==> src/rtl/reset_sequencer_if.sv <==
// reset_sequencer_if: clock-lock/request inputs and sequenced reset outputs of reset_sequencer
// locked: async clock-stable flag; sw_rst_req: sync level request
// rst_out: per-stage active-high resets; rstn_out: global active-low reset
// seq_done: all stages released; state: WAIT_LOCK=0 RELEASE=1 RUN=2 HOLD=3
interface reset_sequencer_if #(parameter int NUM_STAGES = 4);
  logic                  locked;
  logic                  sw_rst_req;
  logic [NUM_STAGES-1:0] rst_out;
  logic                  rstn_out;
  logic                  seq_done;
  logic [1:0]            state;
  modport master (output locked, sw_rst_req, input rst_out, rstn_out, seq_done, state);
  modport slave (input locked, sw_rst_req, output rst_out, rstn_out, seq_done, state);
endinterface

==> src/rtl/reset_sequencer.sv <==
// reset_sequencer: filters clock lock, then releases stage resets in ascending order with fixed spacing
// clk/rst_n: system clock and async active-low reset
// bus (slave): locked, sw_rst_req in; rst_out, rstn_out, seq_done, state out
module reset_sequencer #(
  parameter int NUM_STAGES  = 4,
  parameter int LOCK_FILTER = 8,
  parameter int STAGE_DELAY = 4,
  parameter int HOLD_CYCLES = 16,
  parameter int SYNC_STAGES = 2
) (
  input logic               clk,
  input logic               rst_n,
  reset_sequencer_if.slave  bus
);
  typedef enum logic [1:0] {WAIT_LOCK, RELEASE, RUN, HOLD} state_t;
  localparam int M1 = LOCK_FILTER > STAGE_DELAY ? LOCK_FILTER : STAGE_DELAY;
  localparam int MAXC = M1 > HOLD_CYCLES ? M1 : HOLD_CYCLES;
  localparam int CW = $clog2(MAXC + 1);
  localparam int SW = NUM_STAGES > 1 ? $clog2(NUM_STAGES) : 1;
  state_t                 state_q, state_d;
  logic [CW-1:0]          cnt_q, cnt_d;
  logic [SW-1:0]          stage_q, stage_d;
  logic [NUM_STAGES-1:0]  rst_out_q, rst_out_d;
  logic                   seq_done_q, seq_done_d;
  logic [SYNC_STAGES-1:0] sync_q, sync_d;
  logic                   lock_s, fault;
  assign lock_s = sync_q[SYNC_STAGES-1];
  assign fault = !lock_s || bus.sw_rst_req;
  always_comb begin
    state_d = state_q;
    cnt_d = cnt_q;
    stage_d = stage_q;
    rst_out_d = rst_out_q;
    seq_done_d = seq_done_q;
    sync_d = {sync_q[SYNC_STAGES-2:0], bus.locked};
    case (state_q)
      WAIT_LOCK: begin
        cnt_d = fault ? '0 : cnt_q + 1'b1;
        if (!fault && cnt_q == CW'(LOCK_FILTER - 1)) begin
          state_d = RELEASE;
          cnt_d = '0;
          stage_d = '0;
        end
      end
      RELEASE: begin
        cnt_d = cnt_q + 1'b1;
        if (cnt_q == CW'(STAGE_DELAY - 1)) begin
          rst_out_d = rst_out_q & ~(NUM_STAGES'(1) << stage_q);
          stage_d = stage_q + 1'b1;
          cnt_d = '0;
          if (stage_q == SW'(NUM_STAGES - 1)) begin
            state_d = RUN;
            seq_done_d = 1'b1;
          end
        end
      end
      HOLD: begin
        // a held request keeps restarting the minimum hold window
        cnt_d = bus.sw_rst_req ? '0 : cnt_q + 1'b1;
        if (!bus.sw_rst_req && cnt_q == CW'(HOLD_CYCLES - 1)) begin
          state_d = WAIT_LOCK;
          cnt_d = '0;
        end
      end
      default: ;
    endcase
    // fault overrides any release due on the same edge
    if (fault && (state_q == RELEASE || state_q == RUN)) begin
      state_d = HOLD;
      rst_out_d = '1;
      seq_done_d = 1'b0;
      cnt_d = '0;
      stage_d = '0;
    end
  end
  always_ff @(posedge clk or negedge rst_n) begin
    if (!rst_n) begin
      state_q <= WAIT_LOCK;
      cnt_q <= '0;
      stage_q <= '0;
      rst_out_q <= '1;
      seq_done_q <= 1'b0;
      sync_q <= '0;
    end else begin
      state_q <= state_d;
      cnt_q <= cnt_d;
      stage_q <= stage_d;
      rst_out_q <= rst_out_d;
      seq_done_q <= seq_done_d;
      sync_q <= sync_d;
    end
  end
  assign bus.rst_out = rst_out_q;
  assign bus.rstn_out = ~rst_out_q[NUM_STAGES-1];
  assign bus.seq_done = seq_done_q;
  assign bus.state = state_q;
endmodule
==> src/flat_wrapper.sv <==
// flat-port wrapper written by rule: the top's interface ports become plain ports
module reset_sequencer_flat 
#(
  parameter int NUM_STAGES  = 4,
  parameter int LOCK_FILTER = 8,
  parameter int STAGE_DELAY = 4,
  parameter int HOLD_CYCLES = 16,
  parameter int SYNC_STAGES = 2
)
  (clk, rst_n, bus_locked, bus_sw_rst_req, bus_rst_out, bus_rstn_out, bus_seq_done, bus_state);
  reset_sequencer_if #(.NUM_STAGES(NUM_STAGES)) bus_i ();
  input logic clk;
  input logic rst_n;
  input wire logic [$bits(bus_i.locked)-1:0] bus_locked;
  input wire logic [$bits(bus_i.sw_rst_req)-1:0] bus_sw_rst_req;
  output wire logic [$bits(bus_i.rst_out)-1:0] bus_rst_out;
  output wire logic [$bits(bus_i.rstn_out)-1:0] bus_rstn_out;
  output wire logic [$bits(bus_i.seq_done)-1:0] bus_seq_done;
  output wire logic [$bits(bus_i.state)-1:0] bus_state;
  assign bus_i.locked = bus_locked;
  assign bus_i.sw_rst_req = bus_sw_rst_req;
  assign bus_rst_out = bus_i.rst_out;
  assign bus_rstn_out = bus_i.rstn_out;
  assign bus_seq_done = bus_i.seq_done;
  assign bus_state = bus_i.state;
  reset_sequencer #(.NUM_STAGES(NUM_STAGES), .LOCK_FILTER(LOCK_FILTER), .STAGE_DELAY(STAGE_DELAY), .HOLD_CYCLES(HOLD_CYCLES), .SYNC_STAGES(SYNC_STAGES)) u_core (.clk(clk), .rst_n(rst_n), .bus(bus_i));
endmodule
==> config.mk <==
export PLATFORM = sky130hd
export DESIGN_NAME = reset_sequencer_flat
export DESIGN_NICKNAME = d
export VERILOG_FILES = /design/src/rtl/reset_sequencer_if.sv /design/src/rtl/reset_sequencer.sv /design/src/flat_wrapper.sv
export SDC_FILE = /design/constraint.sdc
export NUM_CORES = 1
export LEC_CHECK = 0
export ABC_AREA = 0
export CAP_MARGIN = 20
export CORE_MARGIN = 4
export CORE_UTILIZATION = 40
export DETAILED_ROUTE_END_ITERATION = 8
export SLEW_MARGIN = 20
export SYNTH_ARGS = -nofsm -noshare
export SYNTH_HDL_FRONTEND = slang
export SYNTH_SLANG_ARGS = --single-unit
==> constraint.sdc <==
create_clock -name clk -period 2.82 [get_ports clk]
set_input_delay 0.282 -clock clk [delete_from_list [all_inputs] [get_ports clk]]
set_output_delay 0.282 -clock clk [all_outputs]
set_load 0.1 [all_outputs]
# Word-level counts from Yosys, hierarchy flattened
# Cells that the tools add are included.
[op_classes]
addsub = 2
mul = 0
n_div = 0
magnitude_cmp = 0
n_eq_ne = 11
n_shift = 1
muxes = 24
bitwise_logic = 3
n_reduce_logical = 18
[op_table]
columns = ["cell", "n"]
rows = [
  ["$mux W5", 6],
  ["$mux W2", 8],
  ["$pmux W5 S3", 1],
  ["$mux W4", 3],
  ["$eq A2 B2 Y1 const B", 3],
  ["$ne A3 B1 Y1 const B", 2],
  ["$ne A3 B2 Y1 const B", 2],
  ["$pmux W2 S3", 1],
  ["$reduce_and A3 Y1", 2],
  ["$reduce_bool A2 Y1", 3],
  ["$add A5 B1 Y5 const B", 1],
  ["$eq A5 B2 Y1 const B", 1],
  ["$eq A5 B3 Y1 const B", 1],
  ["$eq A5 B4 Y1 const B", 1],
  ["$reduce_and A5 Y1", 1],
  ["$and A4 B4 Y4", 1],
  ["$mux W1", 4],
  ["$not A4 Y4", 1],
  ["$pmux W2 S2", 1],
  ["$reduce_bool A4 Y1", 1],
  ["$shl A1 B2 Y4 const A", 1],
  ["$logic_and A1 B1 Y1", 3],
  ["$logic_not A1 Y1", 3],
  ["$reduce_bool A3 Y1", 1],
  ["other kinds (6)", 7],
]
[word_totals]
register_bits = 16
latch_bits = 0
ram_bits = 0
rom_bits = 0
input_bits = 4
out_inout_bits = 8
elab_cells = 65
mem_count = 0

# Longest topological paths before layout
[logic_depth]
ltp_word = 7
mapped_depth = 7
depth_no_buf = 7

# Worst setup path after synthesis
# Ideal clock, no wire load.
[synth_path]
path_type = "reg2reg"
start = "reg u_core.state_q[0], in the netlist u_core.bus.state[0]"
end = "reg u_core.stage_q[0]"
setup_time_ps = 125
t_arrival_ps = 2246
t_required_ps = 2695
path_slack_ps = 449
path_stages_with_launch = 7
n_path_buf = 0
period_less_slack_ps = 2371
cell_sequence = "dfrtp_1 -> ha_1 -> inv_1 -> a211oi_2 -> o2bb2ai_2 -> and3_1 -> mux2_2"
[synth_via]
elab_chain_cells = 5
word_cells_on_any_way = 11
cone_classes = "eq/ne: 4; mux: 2; reduce/logical: 5"
[synth_lines]
columns = ["item", "line_no", "text"]
rows = [
  ["from (decl)", "reset_sequencer.sv:20", "state_t state_q, state_d;"],
  ["from (signal assigned)", "reset_sequencer.sv:85", "state_q <= state_d;"],
  ["$eq A2 B1 Y1 / $eq A2 B2 Y1 (equally long branches)", "reset_sequencer.sv:36, reset_sequencer.sv:68", ""],
  ["$logic_or A1 B1 Y1", "reset_sequencer.sv:68", "if (fault && (state_q == RELEASE || state_q == RUN)) begin"],
  ["$logic_and A1 B1 Y1", "reset_sequencer.sv:68", ""],
  ["$ne A3 B2 Y1 (no source line) (tied with other cells)", "--", ""],
  ["$reduce_and A3 Y1 (no source line)", "--", ""],
  ["to (signal assigned)", "reset_sequencer.sv:87", "stage_q <= stage_d;"],
  ["to (decl)", "reset_sequencer.sv:22", "logic [SW-1:0] stage_q, stage_d;"],
]
# Several ways; a longest one is shown, not always the timed one.
# A chain may end at the register's enable or synchronous reset.

# Worst setup path after layout
[layout_path]
start = "reg u_core.state_q[1], in the netlist u_core.bus.state[1]"
end = "reg u_core.stage_q[0]"
# Same word-level chain as after synthesis.

==> out/metrics.yaml <==
reg2reg_slack_ps: 840
synth.area.top_cells: "dfrtp_1 31%, ha_1 14%, dfstp_2 11%"
rr_startpoint: "u_core.bus.state[1]"
ant_nets: 0
syn_nets: 107
vias_per_cell: 5.126
finalCritPeriodShare: 0.7034
htree_levels: 1
yosysUniqueCellTypes: 32
setup_tns_ps: 0
grt_util_all_layers: 0.1252
wirelength_microns: 1792
num_antenna_cells: 0
final-max-slew-violation-count: 0
netlist_area_sq_um: 974.7
min-delay-start: "u_core.sync_q[0]"
dp_hpwl_microns: 1380
holdPathStages: 0
die_h_microns: 57.37
ys_seq_area_frac: 0.4159
fin_util: 0.5003
setup_ws_ps: 836.4
initial_core_util: 0.4283
grt_max_degree: 17
placed_cells: 131
p_per_area_mw_per_mm2: 966.8
worstSetupEndpointType: "register"
ys_ff_latch: 16
startpoint: "u_core.bus.state[1]"
drt_iter0_markers: 15
final_layout_size_suffix_gt1_frac: 0.2523
first_pass_iters: 4
ir_drop_mv: 0.5385
finalClockSkew_ps: 1.408
startpoint_type: "register"
drc_errors: 0
reg2reg_depth: 7
root_buffer: "clkbuf_4"
yosysMostFrequentCell: "nand2_1"
syn_avg_cell_area_sq_um: 10.59
worstMarginPinSlew_ps: 684.1
critPathArrivalTime_ps: 2160
via_count: 692
grt_antenna_before_repair: 0
layout_min_cycle_time_ps: 1984
synth_top_area_frac: 0.3081
cts_buffers: 3
cap_violations: 0
gp_congestion: 0.7405
grt_pass1_wl_microns: 3215
clk_pin_slew_ps: 90
syn_inst: 92
coreArea_sq_mm: 0.002276
wire_per_inst_microns: 13.27
fp-row-count: 17
cts_tree: "yes"
grt_pass1_vias: 712
hold_end: "u_core.sync_q[1]"
hp-class: "register to register"
postCtsHoldBufs: 0
area_growth_pct: 16.82
ctsResizeCount: 0
final_hold_viol_count: 0
finalNonFillerCells: 135
crit-reg2reg-capture: "u_core.stage_q[0]"
synth_edf_count: 0
die_w_microns: 57.37
cts.sinks: 16
crit_type: "register to register"
grt-ovfl-total: 0
cp.required_ps: 3000
fp.dieArea_sq_mm: 0.003291
io_buffers: 11
async_flop_share: 1.000
postCtsSetupRepairBufs: 0
yosysTopAreaCell: "dfrtp_1"
clockBufferDepth: 2
cp_max_fo: 8
synth_ff_type: "dfrtp_1"
io_pins: 12
setup_viol: 0
max_freq_ghz: 0.5041
yosys_warnings: 0
rsz0062_at_grt: "no"
dp_worst_setup_slack_ps: 820.7
worstSkewPairLatency_ps: 280
status: "finished clean"
slew_headroom: 0.5425
fin_nets: 123
p_leak_nw: 0.5450
synth_common_cells: "16 x nand2_1, 12 x dfrtp_1, 11 x ha_1"
power.total_w: 0.001101
metrics by stage:
stage	area, sq um	hold WS (ps)
finish	1139	355.9
global route	1139	367.4
CTS	1139	359.3
detailed placement	1102	337.0
global placement	1102	334.2
floorplan	974.7	-13.59
flip-flops by register name, summed over array words and instances (netlist names):
| name | flops |
|---|---|
| u_core.stage_q | 2 |
| u_core.cnt_q | 5 |
| u_core.sync_q | 2 |
| u_core.bus.state | 2 |
| u_core.bus.rst_out | 4 |
| u_core.bus.seq_done | 1 |
worst max-delay path, stage by stage (launching register included):
cell and delay (ps):
dfrtp_1 430, inv_1 120, ha_1 350, inv_1 170, a211oi_2 210, o2bb2ai_2 130, and3_1 210, mux2_2 260
kinds of logic (layout without fill, tap and decap cells):
logic type               after synthesis  after routing  share of synthesized area
buffers and inverters                  8             23                    0.03209
multiplexers                           1              1                    0.01155
AND/OR/NAND/NOR                       37             37                     0.2413
AO/OA/AOI/OAI                         19             19                     0.1579
adder cells (fa/ha/maj)               11             11                     0.1412
flip-flops                            16             16                     0.4159
cell type report:
cell class,count,area [sq um]
Fill cell,211,1137
Clock buffer,4,36.28
Tap cell,28,35.03
Multi-Input combinational cell,68,538.0
Sequential cell,16,405.4
Inverter,7,26.28
Timing Repair Buffer,12,97.59
worst max-delay path by stage:
stage | slack [ps] | endpoint | cells past startpoint
6_report | 840 | u_core.stage_q[0] | 7
5_1_grt | 670 | u_core.stage_q[0] | 7
4_1_cts | 840 | u_core.stage_q[0] | 7
3_5_place_dp | 820 | u_core.bus.state[0] | 6
3_3_place_gp | 860 | u_core.cnt_q[2] | 7
2_1_floorplan | 450 | u_core.stage_q[0] | 6
metal layers:
layer | wire length (microns) | vias to the layer above | part of all wire | global-route usage
li1 | - | 351 | - | -
met1 | 839 | 322 | 0.47 | 0.1704
met2 | 847 | 15 | 0.47 | 0.1935
met3 | 72 | 4 | 0.040 | 0.02489
met4 | 31 | 0 | 0.017 | 0.04967
met5 | 0 | - | 0 | 0
power breakdown:
group / internal (W) / switching, W
sequential: 0.000272 / 0.0000440
combinational: 0.000226 / 0.000408
clock: 0.0000786 / 0.0000715
cell usage in the layout (no fill, tap or decap), types with 3 or more instances in the layout:
master / instances
buf_4: 9
dfstp_2: 4
clkdlybuf4s50_1: 3
nand2_1: 16
ha_1: 11
o21ai_0: 3
nand2b_1: 4
a21oi_1: 3
inv_1: 7
dfrtp_1: 12
clkbuf_4: 3
No activity file was read; power rests on OpenSTA's default activity.
